[config.mk]
export PLATFORM = sky130hd
export DESIGN_NAME = shift_rotate_pipe
export DESIGN_NICKNAME = d
export VERILOG_FILES = /design/src/rtl/shift_rotate_pipe.sv
export SDC_FILE = /design/constraint.sdc
export NUM_CORES = 1
export LEC_CHECK = 0
export ABC_AREA = 1
export BUFFER_PORTS_ARGS = -buffer_cell sky130_fd_sc_hd__buf_2
export CORE_MARGIN = 2
export CORE_UTILIZATION = 64
export CTS_CLUSTER_DIAMETER = 40
export DETAILED_ROUTE_END_ITERATION = 8
export PLACE_DENSITY = 0.91
export SLEW_MARGIN = 40
export SYNTH_ARGS = -nofsm -noshare
export SYNTH_HDL_FRONTEND = slang
export SYNTH_SLANG_ARGS = --single-unit
[constraint.sdc]
create_clock -name clk -period 3.75 [get_ports clk]
set_clock_uncertainty 0.05 [all_clocks]
set_input_delay 0.1875 -clock clk [delete_from_list [all_inputs] [get_ports clk]]
set_output_delay 0.1875 -clock clk [all_outputs]
set_load 0.02 [all_outputs]
[src/rtl/shift_rotate_pipe.sv]
// shift_rotate_pipe
// Pipelined shifter/rotator: one stage per bit of the shift count.
// Stage k shifts or rotates by 2^k when count bit k is set, otherwise passes
// data through. The whole pipe advances together (global stall), so an
// empty slot stays an empty slot and results leave in input order.
//
// Op encoding: 00 ROL, 01 SLL, 10 ROR, 11 SRA.

module shift_rotate_pipe #(
    parameter int WIDTH = 16
) (
    input  logic                       clk,
    input  logic                       rst,
    input  logic                       in_valid,
    output logic                       in_ready,
    input  logic [WIDTH-1:0]           In,
    input  logic [$clog2(WIDTH)-1:0]   Cnt,
    input  logic [1:0]                 Op,
    output logic                       out_valid,
    input  logic                       out_ready,
    output logic [WIDTH-1:0]           Out,
    output logic                       Zero
);

    localparam int SHW = $clog2(WIDTH);

    typedef enum logic [1:0] {
        OP_ROL = 2'b00,
        OP_SLL = 2'b01,
        OP_ROR = 2'b10,
        OP_SRA = 2'b11
    } op_e;

    // One shift/rotate step of fixed size 2^k. The shift amounts are
    // constants once the stage loop unrolls, so each stage is a single 2:1
    // mux level plus the fill select for the vacated bits.
    function automatic logic [WIDTH-1:0] stage_op(
        input logic [WIDTH-1:0] d,
        input logic [1:0]       op,
        input logic             sgn,
        input logic             en,
        input int               k
    );
        int               amt;
        logic [WIDTH-1:0] fill_mask;
        logic [WIDTH-1:0] res;
        amt       = 1 << k;
        fill_mask = ~({WIDTH{1'b1}} >> amt);
        res       = d;
        if (en) begin
            case (op_e'(op))
                OP_ROL:  res = (d << amt) | (d >> (WIDTH - amt));
                OP_SLL:  res = d << amt;
                OP_ROR:  res = (d >> amt) | (d << (WIDTH - amt));
                OP_SRA:  res = (d >> amt) | (sgn ? fill_mask : '0);
                default: res = d;
            endcase
        end
        return res;
    endfunction

    logic [WIDTH-1:0] data_q [SHW];
    logic [SHW-1:0]   cnt_q  [SHW];
    logic [1:0]       op_q   [SHW];
    logic [SHW-1:0]   sign_q;
    logic [SHW-1:0]   valid_q;

    logic [WIDTH-1:0] src_data [SHW];
    logic [SHW-1:0]   src_cnt  [SHW];
    logic [1:0]       src_op   [SHW];
    logic [SHW-1:0]   src_sign;
    logic [SHW-1:0]   src_valid;
    logic [WIDTH-1:0] data_d   [SHW];

    logic             advance;
    logic             unused_tail;

    // Stall only when a finished result is waiting and the consumer refuses it.
    assign advance   = ~out_valid | out_ready;
    assign in_ready  = advance;
    assign out_valid = valid_q[SHW-1];
    assign Out       = data_q[SHW-1];
    assign Zero      = out_valid & (Out == '0);

    // Stage inputs: stage 0 sees the operand port, later stages their predecessor.
    always_comb begin
        src_data[0]  = In;
        src_cnt[0]   = Cnt;
        src_op[0]    = Op;
        src_sign[0]  = In[WIDTH-1];
        src_valid[0] = in_valid;
        for (int k = 1; k < SHW; k++) begin
            src_data[k]  = data_q[k-1];
            src_cnt[k]   = cnt_q[k-1];
            src_op[k]    = op_q[k-1];
            src_sign[k]  = sign_q[k-1];
            src_valid[k] = valid_q[k-1];
        end
    end

    // Per-stage datapath: conditional 2^k shift/rotate selected by count bit k.
    always_comb begin
        for (int k = 0; k < SHW; k++) begin
            data_d[k] = stage_op(src_data[k], src_op[k], src_sign[k],
                                 src_cnt[k][k], k);
        end
    end

    // Control fields of the last stage travel with the result but nothing
    // downstream consumes them; fold them together so they stay visible.
    always_comb begin
        unused_tail = 1'b0;
        for (int k = 0; k < SHW; k++) begin
            unused_tail = unused_tail ^ (^cnt_q[k]);
        end
        unused_tail = unused_tail ^ (^op_q[SHW-1]) ^ sign_q[SHW-1];
    end

    // Pipeline registers: everything clears on reset, whole pipe moves on advance.
    always_ff @(posedge clk or posedge rst) begin
        if (rst) begin
            for (int k = 0; k < SHW; k++) begin
                data_q[k] <= '0;
                cnt_q[k]  <= '0;
                op_q[k]   <= '0;
            end
            sign_q  <= '0;
            valid_q <= '0;
        end else if (advance) begin
            for (int k = 0; k < SHW; k++) begin
                data_q[k] <= data_d[k];
                cnt_q[k]  <= src_cnt[k];
                op_q[k]   <= src_op[k];
            end
            sign_q  <= src_sign;
            valid_q <= src_valid;
        end
    end

endmodule

-- Word-level counts from Yosys, hierarchy flattened
Cells that the tools add are included.
- bitwise operators: 14
- equality and inequality tests: 12
- reductions and logical operators: 6
- multiplexer cells: 12
- operators by type and width (kind ; number):
    case mux 16 bit (4 select lines) ; 3
    two-way mux 16 bit ; 8
    case mux 16 bit (3 select lines) ; 1
    OR 12 x 16 -> 16 bit ; 2
    OR 14 x 16 -> 16 bit ; 2
    OR 15 x 16 -> 16 bit ; 2
    OR 8 x 16 -> 16 bit ; 2
    equality test 2 bit, second input constant ; 8
    zero test 16 bit ; 1
    OR 16 x 1 -> 16 bit ; 1
    OR 16 x 2 -> 16 bit ; 1
    OR 16 x 4 -> 16 bit ; 1
    equality test 2 x 1 -> 1 bit, second input constant ; 4
    zero test 2 bit ; 4
    OR reduction 2 bit ; 1
    bitwise AND 1 bit ; 1
    NOT 1 bit ; 1
    OR 1 bit ; 1
- input port bits: 26
- output and inout bits: 19
- register bits after elaboration: 89

-- Longest topological paths before layout
Gate-level depths: netlist of the first run.
- depth after elaboration: 4
- depth in mapped cells: 7

-- Worst setup path after synthesis of the first run
No wires, ideal clock.
- kind: flip-flop to output port
- from: register valid_q[3]
- to: output port Zero
- buffers on the path: 0
- arrival: 1.003 ns
- slack: 2.509 ns
- cell stages (with the launch flop): 5
- cells stage by stage: dfrtp_1 inv_2 nor3_1 nand2_1 nor2_1
- word-level cells in the longest chain between the ends: 1
- RTL lines (item ; line ; text):
    start, declared ; 66 ; logic [SHW-1:0] valid_q;
    start signal, assigned ; 136 ; valid_q <= src_valid;
    bitwise AND 1 bit ; 83 ; assign Zero = out_valid & (Out == '0);
    end, declared ; 22 ; output logic Zero
Every way passes these cells.

-- Worst setup path in the final report of the first run
- from: register cnt_q[7] in the netlist's numbering
- to: register data_q (netlist bit Out[1])
- word-level cells in the longest chain between the ends: 1
- RTL lines (item ; line ; text):
    start, declared ; 63 ; logic [SHW-1:0] cnt_q [SHW];
    start signal, assigned by index ; 132 ; cnt_q[k] <= src_cnt[k];
    two-way mux 16 bit ; 50 ; if (en) begin
    end signal, assigned by index ; 131 ; data_q[k] <= data_d[k];
    end, declared ; 62 ; logic [WIDTH-1:0] data_q [SHW];
Every way passes these cells.
A chain may end at the register's enable or synchronous reset.

==> metrics.cfg, run 1 <==
[yosys]
synth_edf_count = 0
yosysMostFrequentCell = nand2_1
syn_area_um2 = 4760
yosys-top-cells-area = dfrtp_1, nand2_1, inv_1, nand3_1, o21ai_0
ys_types = 16
async_flop_share_pct = 100
synth_commonest_cells = nand2_1, inv_1, dfrtp_1, nor2_1, nand3_1
synth-seq-cells = 83
ys_seq_area_share_pct = 43.6
syn_inst = 707
ys_warn_count = 0
synth.avg_cell_area_um2 = 6.73
synth_top_area_share_pct = 43.6
yosysTopAreaCell = dfrtp_1
synth.net_count = 733
synth-main-ff-cell = dfrtp_1

[detailed_routing]
drc = 0
drt_iter0_drc = 333
dr.pass1.iters = 5
vias_per_cell = 5.47
via_count = 4487
drt_wl_total_mm = 11.1
ant_nets = 0
routedWlPerCell_um = 13.5

[clock_tree]
cts_buffer_depth = 2
post-cts-setup-buffer-count = 0
clk_latency_ns = 0.37
cts_buffers = 9
cts_sinks = 83
h-tree-depth = 3
clk_pin_slew_ns = 0.10
cts_root_buf = clkbuf_8
cts_tree = built

[finish]
layout.nets = 743
utilization_pct = 71.0
multi_input_area_um2 = 2010
regArea_um2 = 2080
synthToLayoutAreaGrowth_pct = 7.54
nFillCells = 576
diodes = 0
drive_gt1_share_pct = 9.56

[power]
ir_drop_mv = 0.281
power.leakage_nw = 2.81
seqPwrFrac_pct = 41.7
internal_power_mw = 2.25
power_density_nw_per_um2 = 827
p_sw_share_pct = 46.9
p_comb_share_pct = 42.3
p_clk_share_pct = 16.0
switchingPower_mw = 1.99

[floorplan]
coreArea_um2 = 7210
die_area_um2 = 8140
rows = 31
fp.dieW_um = 90.2
fp.dieH_um = 90.2
start_util_pct = 66.0
ios = 45

[sta]
final_hold_viol_count = 0
period_needed_ns = 1.80
worstMarginPinSlew_ns = 0.701
tns_ns = 0
rsz0062_at_grt = false
timing.final.crit_share_pct = 48.1
setup_viol = 0
fmax_ghz = 0.555
relSlewSlack_pct = 53.3
maxSlewViolCount = 0

[worst_hold_path]
hold_class = primary input to register

[place]
io_buffers = 44
gp_congestion = 0.962
dp_hpwl_mm = 7.64

[global_routing]
grt_pass1_wl_mm = 19.1
grt_max_degree = 66
grt_pass1_vias = 4244
grt-ovfl-total = 0
antenna_found_initial = 0
grt_usage_pct = 28.8

[outcome]
outcome = finished, final reports clean

[flow_run]
cap_violations = 0

[worst_setup_path]
cp_data_arrival_time_ns = 2.02
crit_path_end_kind = register
crit_fanout = 25
setup.worst_path.start_class = register
crit_type = register to register
cp.required_ns = 3.97

-- cells by family after synthesis --
| family | after synthesis | share of synthesized area, % |
|---|---|---|
| AOI/OAI and AO/OA | 113 | 11.9 |
| buffers and inverters | 151 | 14.4 |
| DFF | 83 | 43.6 |
| and+or+nand+nor | 360 | 30.1 |
-- flip-flops by register name (all words and copies together) (netlist names) --
register	flops
op_q	6
cnt_q	6
data_q	48
sign_q	3
Out	16
valid_q	4
-- critical path, cell delays in order (launching register included) --
cell and delay, ns:
dfrtp_1 0.81, clkinv_1 0.44, nand2_1 0.16, nand2_1 0.11, nand2_1 0.07, nand2_1 0.06
-- repair_timing --
item,4_1_cts,5_1_grt
hold buffers,4,0
hold endpoints to repair,67,0
gates resized for setup,0,0
-- per-layer routing --
| metal | global-route usage [%] | vias up | part of all wire (%) |
|---|---|---|---|
| li1 | - | 2179 | - |
| met2 | 46.3 | 207 | 47 |
| met4 | 17.1 | 0 | 4.9 |
| met5 | 0 | - | 0 |
| met3 | 4.95 | 50 | 6.7 |
| met1 | 36.9 | 2051 | 42 |
-- metrics by stage --
| stage | cell area [um2] | std cells | worst slack (ns) | power (mW) | hold slack [ns] |
|---|---|---|---|---|---|
| after CTS | 5120 | 821 | 1.97 | 4.19 | 0.0103 |
| after detailed placement | 4870 | 801 | 2.02 | 3.51 | 0.237 |
| after floorplan | 4760 | 707 | 1.38 | 3.12 | 0.254 |
| final | 5120 | 821 | 1.95 | 4.23 | 0.0219 |
| after global routing | 5120 | 821 | 1.76 | 4.59 | 0.0385 |
| after global placement | 4820 | 799 | 1.94 | 3.38 | 0.348 |
-- worst paths after layout --
| check | startpoint | endpoint | slack (ns) | depth (start not counted) |
|---|---|---|---|---|
| worst max-delay path | cnt_q[7] | Out[1] | 1.95 | 5 |
| worst min-delay path | Cnt[3] | cnt_q[15] | 0.02 | 3 |
| worst max register to register | cnt_q[7] | Out[1] | 1.95 | 5 |
| worst min register to register | valid_q[2] | valid_q[3] | 0.42 | 2 |
| max in group asynchronous | rst | op_q[2] | 2.60 | 4 |
| min in group asynchronous | rst | data_q[37] | 0.38 | 3 |
-- area by class of cell --
type | count | share of cell area (%)
Tap cell | 99 | 2.42
Timing Repair Buffer | 52 | 6.45
Clock inverter | 7 | 1.61
Sequential cell | 83 | 40.6
Clock buffer | 9 | 2.42
Inverter | 98 | 7.28
Multi-Input combinational cell | 473 | 39.2
-- cell usage in the layout, fill, tap and decap left out, types with 2 or more instances in the layout --
cell type and n:
nor2_1 63, clkbuf_8 9, dlygate4sd3_1 4, clkinv_4 2, buf_2 44, inv_2 2, nand3_1 60, inv_6 2
inv_1 94, a21oi_1 55, nand2_1 234, dfrtp_1 83, o21ai_0 58, clkinvlp_4 2
-- power groups by stage --
stage | clock network (mW) | logic [mW] | registers, mW
2_1_floorplan | 0 | 1.58 | 1.54
3_3_place_gp | 0 | 1.65 | 1.73
3_5_place_dp | 0 | 1.75 | 1.76
4_1_cts | 0.678 | 1.77 | 1.75
5_1_grt | 0.720 | 2.04 | 1.82
6_report | 0.678 | 1.79 | 1.76
No activity file was read; power rests on OpenSTA's default activity.
==> inputs of run 2 (changes only) <==
--- a/config.mk
+++ b/config.mk
@@ -5,13 +5,13 @@
 export SDC_FILE = /design/constraint.sdc
 export NUM_CORES = 1
 export LEC_CHECK = 0
-export ABC_AREA = 1
+export ABC_AREA = 0
 export BUFFER_PORTS_ARGS = -buffer_cell sky130_fd_sc_hd__buf_2
 export CORE_MARGIN = 2
-export CORE_UTILIZATION = 64
+export CORE_UTILIZATION = 59
 export CTS_CLUSTER_DIAMETER = 40
 export DETAILED_ROUTE_END_ITERATION = 8
-export PLACE_DENSITY = 0.91
+export PLACE_DENSITY = 0.86
 export SLEW_MARGIN = 40
 export SYNTH_ARGS = -nofsm -noshare
 export SYNTH_HDL_FRONTEND = slang
==> constraint.sdc (replaced) <==
create_clock -name clk -period 1.9 [get_ports clk]
set_clock_uncertainty 0.05 [all_clocks]
set_input_delay 0.095 -clock clk [delete_from_list [all_inputs] [get_ports clk]]
set_output_delay 0.095 -clock clk [all_outputs]
set_load 0.02 [all_outputs]
==> run 2 against run 1 <==
Against the previous run: critical path type is now register to output pin; routed wire length down 16%; cell count down 27%; sequential cell count unchanged.
==> metrics.cfg, run 2 <==
[outcome]
outcome = finished, final reports clean

[worst_setup_path]
cp_data_arrival_time_ns = 1.68
critPathMaxStageDelay_ns = 0.41
crit_family = simple AND/OR/NAND/NOR gates
crit_fanout = 3
rrSetupSlack_ns = 0.37
cp_common_cell = nor4_1
crit_path_end_kind = output pin
slowest_stage = dfrtp_1
setup.worst_path.start_class = register
crit_buf_inv = 1
cp.required_ns = 1.75
crit_type = register to output pin
crit_chain = nor4_1 -> nand4_1 -> nor4_1 -> buf_2

[global_routing]
grt_max_degree = 84
grt_usage_pct = 24.3
grt_util_met3_pct = 4.77
grt_pass1_vias = 3421
grt-ovfl-total = 0
gr-usage-met1_pct = 30.7
antenna_found_initial = 0
use_met2_pct = 40.2
grt_pass1_wl_mm = 16.3
grt.busiest_layer = met2

[finish]
drive_gt1_share_pct = 17.8
layout.nets = 520
layout_commonest_cell = dfrtp_1
largest_register = data_q
final_cell_mix = dfrtp_1, nand2_1, buf_2, nor2_1, mux2i_1
synthToLayoutAreaGrowth_pct = 7.74
nFillCells = 565
largest_reg_flops = 48
diodes = 0

[floorplan]
rows = 31
start_util_pct = 61.6
ios = 45
coreArea_um2 = 7370
fp.dieH_um = 91.7
fp.dieW_um = 91.7
die_area_um2 = 8410

[clock_tree]
cts_tree = built
clk_pin_slew_ns = 0.08
cts-resized-gates = 0
cts_root_buf = clkbuf_8
post-cts-setup-buffer-count = 0
cts_sinks = 83
cts_buffers = 9
h-tree-depth = 3
clk_latency_ns = 0.37
postCtsHoldBufs = 7
cts_buffer_depth = 2

[power]
total_power_mw = 8.01
internal_power_mw = 4.61
p_clk_share_pct = 15.5
power.leakage_nw = 2.33
power_density_nw_per_um2 = 1640
p_comb_share_pct = 41.6
switchingPower_mw = 3.40
ir_drop_mv = 0.756
p_sw_share_pct = 42.5
seqPwrFrac_pct = 42.9

[sta]
tns_ns = 0
rsz0062_at_grt = false
fmax_ghz = 0.547
relSlewSlack_pct = 56.0
final_hold_viol_count = 0
period_needed_ns = 1.83
maxSlewViolCount = 0
setup_viol = 0
timing.final.crit_share_pct = 96.3
worstMarginPinSlew_ns = 0.660

[yosys]
synth_edf_count = 0
yosys-top-cells-area = dfrtp_1, mux2i_1, nand2_1, a21o_1, a211oi_1
synth_top_area_share_pct = 45.7
ys_types = 31
ys_warn_count = 0
yosysTopAreaCell = dfrtp_1
synth.avg_cell_area_um2 = 9.52
synth_commonest_cells = dfrtp_1, nand2_1, nor2_1, mux2i_1, o21ai_0
synth-seq-cells = 83
ys_seq_area_share_pct = 45.7
yosysMostFrequentCell = dfrtp_1
syn_area_um2 = 4540
async_flop_share_pct = 100
synth.net_count = 503
synth-main-ff-cell = dfrtp_1
syn_inst = 477

[detailed_routing]
drc = 0
vias_per_cell = 5.83
drt_iter0_drc = 382
routedWlPerCell_um = 15.6
via_count = 3487
ant_nets = 0
dr.pass1.iters = 5
drt_wl_total_mm = 9.35

[worst_hold_path]
hold_class = primary input to register

[place]
gp_congestion = 0.808
io_buffers = 44
dp_hpwl_mm = 6.58

[flow_run]
cap_violations = 0

==> run 2: worst reg2reg max path, cell delays in order, from the launching register on <==
cell and delay, ns:
dfrtp_1 0.77, inv_2 0.20, a211oi_1 0.27, o21ai_1 0.12
==> run 2: power by group through the flow <==
stage	Clock (mW)	Combinational, mW	Sequential, mW
after global routing	1.32	3.73	3.53
after detailed placement	0	3.30	3.45
after CTS	1.25	3.35	3.41
final	1.24	3.33	3.43
after floorplan	0	3.03	3.11
after global placement	0	3.19	3.37
==> run 2: area by class of cell <==
type | instances | area, um2 | share of cell area, %
Clock buffer | 12 | 165 | 3.38
Clock inverter | 4 | 32.5 | 0.665
Inverter | 9 | 37.5 | 0.767
Multi-Input combinational cell | 331 | 2060 | 42.1
Sequential cell | 83 | 2080 | 42.5
Tap cell | 99 | 124 | 2.53
Timing Repair Buffer | 60 | 395 | 8.08
==> run 2: worst paths after layout <==
kind | startpoint | endpoint | cells past startpoint
max reg2reg | cnt_q[7] | Out[10] | 3
max in group asynchronous | rst | data_q[23] | 4
min reg2reg | cnt_q[11] | cnt_q[11] | 2
min | In[0] | data_q[48] | 3
min in group asynchronous | rst | valid_q[0] | 3
max | Out[1] | Zero | 4
==> run 2: cells by family (layout without fill, tap and decap cells) <==
logic type,after synthesis,after routing,share of synthesized area [%]
mux,37,37,8.16
buf+inv,63,85,8.87
simple gates,134,134,12.5
compound gates,160,160,24.8
flops,83,83,45.7
==> run 2: metrics by stage <==
stage	util [%]	hold slack (ns)	instance area [um2]	setup WS [ns]	cells
finish	66.4	0.0118	4890	0.0708	598
global placement	62.8	0.0895	4620	0.464	575
floorplan	-	0.157	4540	0.322	477
global route	66.4	0.0400	4890	0.00890	598
detailed placement	62.8	0.100	4620	0.419	575
CTS	66.4	0.0124	4890	0.0652	598
==> run 2: layer usage <==
| metal | wire length, um | vias up |
|---|---|---|
| met1 | 4030 | 1665 |
| li1 | - | 1709 |
| met4 | 265 | 0 |
| met2 | 4680 | 86 |
| met3 | 368 | 27 |
| met5 | 0 | - |
==> inputs of run 3 (changes only) <==
--- a/config.mk
+++ b/config.mk
@@ -9,8 +9,9 @@
 export BUFFER_PORTS_ARGS = -buffer_cell sky130_fd_sc_hd__buf_2
 export CORE_MARGIN = 2
 export CORE_UTILIZATION = 59
-export CTS_CLUSTER_DIAMETER = 40
+export CTS_CLUSTER_DIAMETER = 150
 export DETAILED_ROUTE_END_ITERATION = 8
+export GPL_TIMING_DRIVEN = 0
 export PLACE_DENSITY = 0.86
 export SLEW_MARGIN = 40
 export SYNTH_ARGS = -nofsm -noshare
==> run 3 against run 2 <==
Against the previous run: hold slack gained 0.017 ns; critical path depth grew 1; cell count is 8.0% higher; highest routed layer unchanged; sequential share of layout area fell by 2.7 points; final area rose by 6.7%.
==> metrics.cfg, run 3 (same netlist as run 2, synthesis figures left out) <==
[outcome]
outcome = finished, final reports clean

[clock_tree]
clk_pin_slew_ns = 0.09
clk_latency_ns = 0.38
cts_root_buf = clkbuf_8
cts_buffer_depth = 2
post-cts-setup-buffer-count = 0
cts_sinks = 83
cts_buffers = 9
cts_tree = built
h-tree-depth = 3

[floorplan]
die_area_um2 = 8410
ios = 45
fp.dieH_um = 91.7
coreArea_um2 = 7370
rows = 31
start_util_pct = 61.6
fp.dieW_um = 91.7

[finish]
diodes = 0
largest_reg_flops = 48
fin_cells = 646
nFillCells = 561
layout_commonest_cell = dfrtp_1
final_cell_mix = dfrtp_1, nand2_1, buf_2, nor2_1, mux2i_1
layout.nets = 568
utilization_pct = 70.8
drive_gt1_share_pct = 23.9
synthToLayoutAreaGrowth_pct = 15.0
largest_register = data_q

[worst_setup_path]
worstSetupStartpoint = valid_q[3]
cp_data_arrival_time_ns = 1.66
crit_fanout = 10
rrSetupSlack_ns = 0.38
cp.required_ns = 1.75
crit_path_end_kind = output pin
crit_type = register to output pin
timing.rr.start = valid_q[3]
setup.worst_path.start_class = register

[sta]
final_hold_viol_count = 0
setup_viol = 0
rsz0062_at_grt = true
maxSlewViolCount = 0
timing.final.crit_share_pct = 94.9
worstMarginPinSlew_ns = 0.528
tns_ns = 0
fin_ws_ns = 0.0974
period_needed_ns = 1.80
fmax_ghz = 0.555
relSlewSlack_pct = 64.8

[detailed_routing]
drt_iter0_drc = 254
drt_wl_total_mm = 11.1
vias_per_cell = 6.01
dr.pass1.iters = 5
routedWlPerCell_um = 17.2
ant_nets = 0
drc = 0
via_count = 3880

[power]
ir_drop_mv = 0.759
total_power_mw = 8.53
power_density_nw_per_um2 = 1630
power.leakage_nw = 2.53

[global_routing]
grt-ovfl-total = 0
grt_max_degree = 28
grt_usage_pct = 27.9
grt_pass1_wl_mm = 18.5
antenna_found_initial = 0
grt_pass1_vias = 3769

[place]
numPlacedInstances = 622
dp_hpwl_mm = 8.14
gp_congestion = 0.873
place_ws_ns = 0.439
io_buffers = 43

[worst_hold_path]
min_from = In[1]
hold_class = primary input to register

[flow_run]
cap_violations = 0

## run 3: cell count changes in the layout (fill, tap and decap cells not counted), sizes merged
cell         delta
clkbuf          +5
dlygate4sd3     +1
clkinvlp        +1
buf            +41
## run 3: what timing repair did
action	CTS	global route
gates resized for setup	0	2
endpoints found under the hold margin	63	0
setup endpoints to repair	0	1
hold buffers	8	0
## run 3: power by group
part | internal [mW] | switching [mW] | total (mW)
Sequential | 2.58 | 0.865 | 3.44
Clock | 0.513 | 0.674 | 1.19
Combinational | 1.76 | 2.13 | 3.90
Total | 4.85 | 3.67 | 8.53
## run 3: worst max-delay path, cell delays in order, from the launching register on
cell     delay (ns)
dfrtp_1        0.44
nor2b_4        0.15
buf_6          0.12
inv_2          0.13
buf_2          0.25
buf_2          0.20
## run 3: per-layer routing
layer / vias to the layer above / track usage, % / routed length (um)
met2: 161 / 46.4 / 5460
met1: 1885 / 34.6 / 4560
li1: 1798 / - / -
met5: - / 0 / 0
met4: 0 / 13.7 / 379
met3: 36 / 6.08 / 723
## run 3: path summary, 6_finish.rpt
check	to	cells past startpoint
setup / recovery	in_ready	5
hold / removal	data_q[48]	3
setup reg to reg	data_q[33]	6
hold reg to reg	valid_q[0]	2
max in group asynchronous	data_q[25]	5
min in group asynchronous	data_q[28]	3
## run 3: final cells by class
class                   instances  area [um2]  area share, %
flip-flops and latches         83        2080           39.8
clock buffers                  11         141           2.71
repair buffers                 54         363           6.95
well taps                      99         124           2.37
multi-input cells             331        2070           39.7
inverters                       9        37.5          0.719
plain buffers                  54         369           7.07
clock inverters                 5        36.3          0.695
## run 3: metrics by stage
stage                     hold slack [ns]  instance area (um2)
after CTS                          0.0190                 5210
after global routing               0.0766                 5220
after floorplan                     0.157                 4540
after global placement              0.242                 4880
final                              0.0284                 5220
after detailed placement           0.0213                 4950
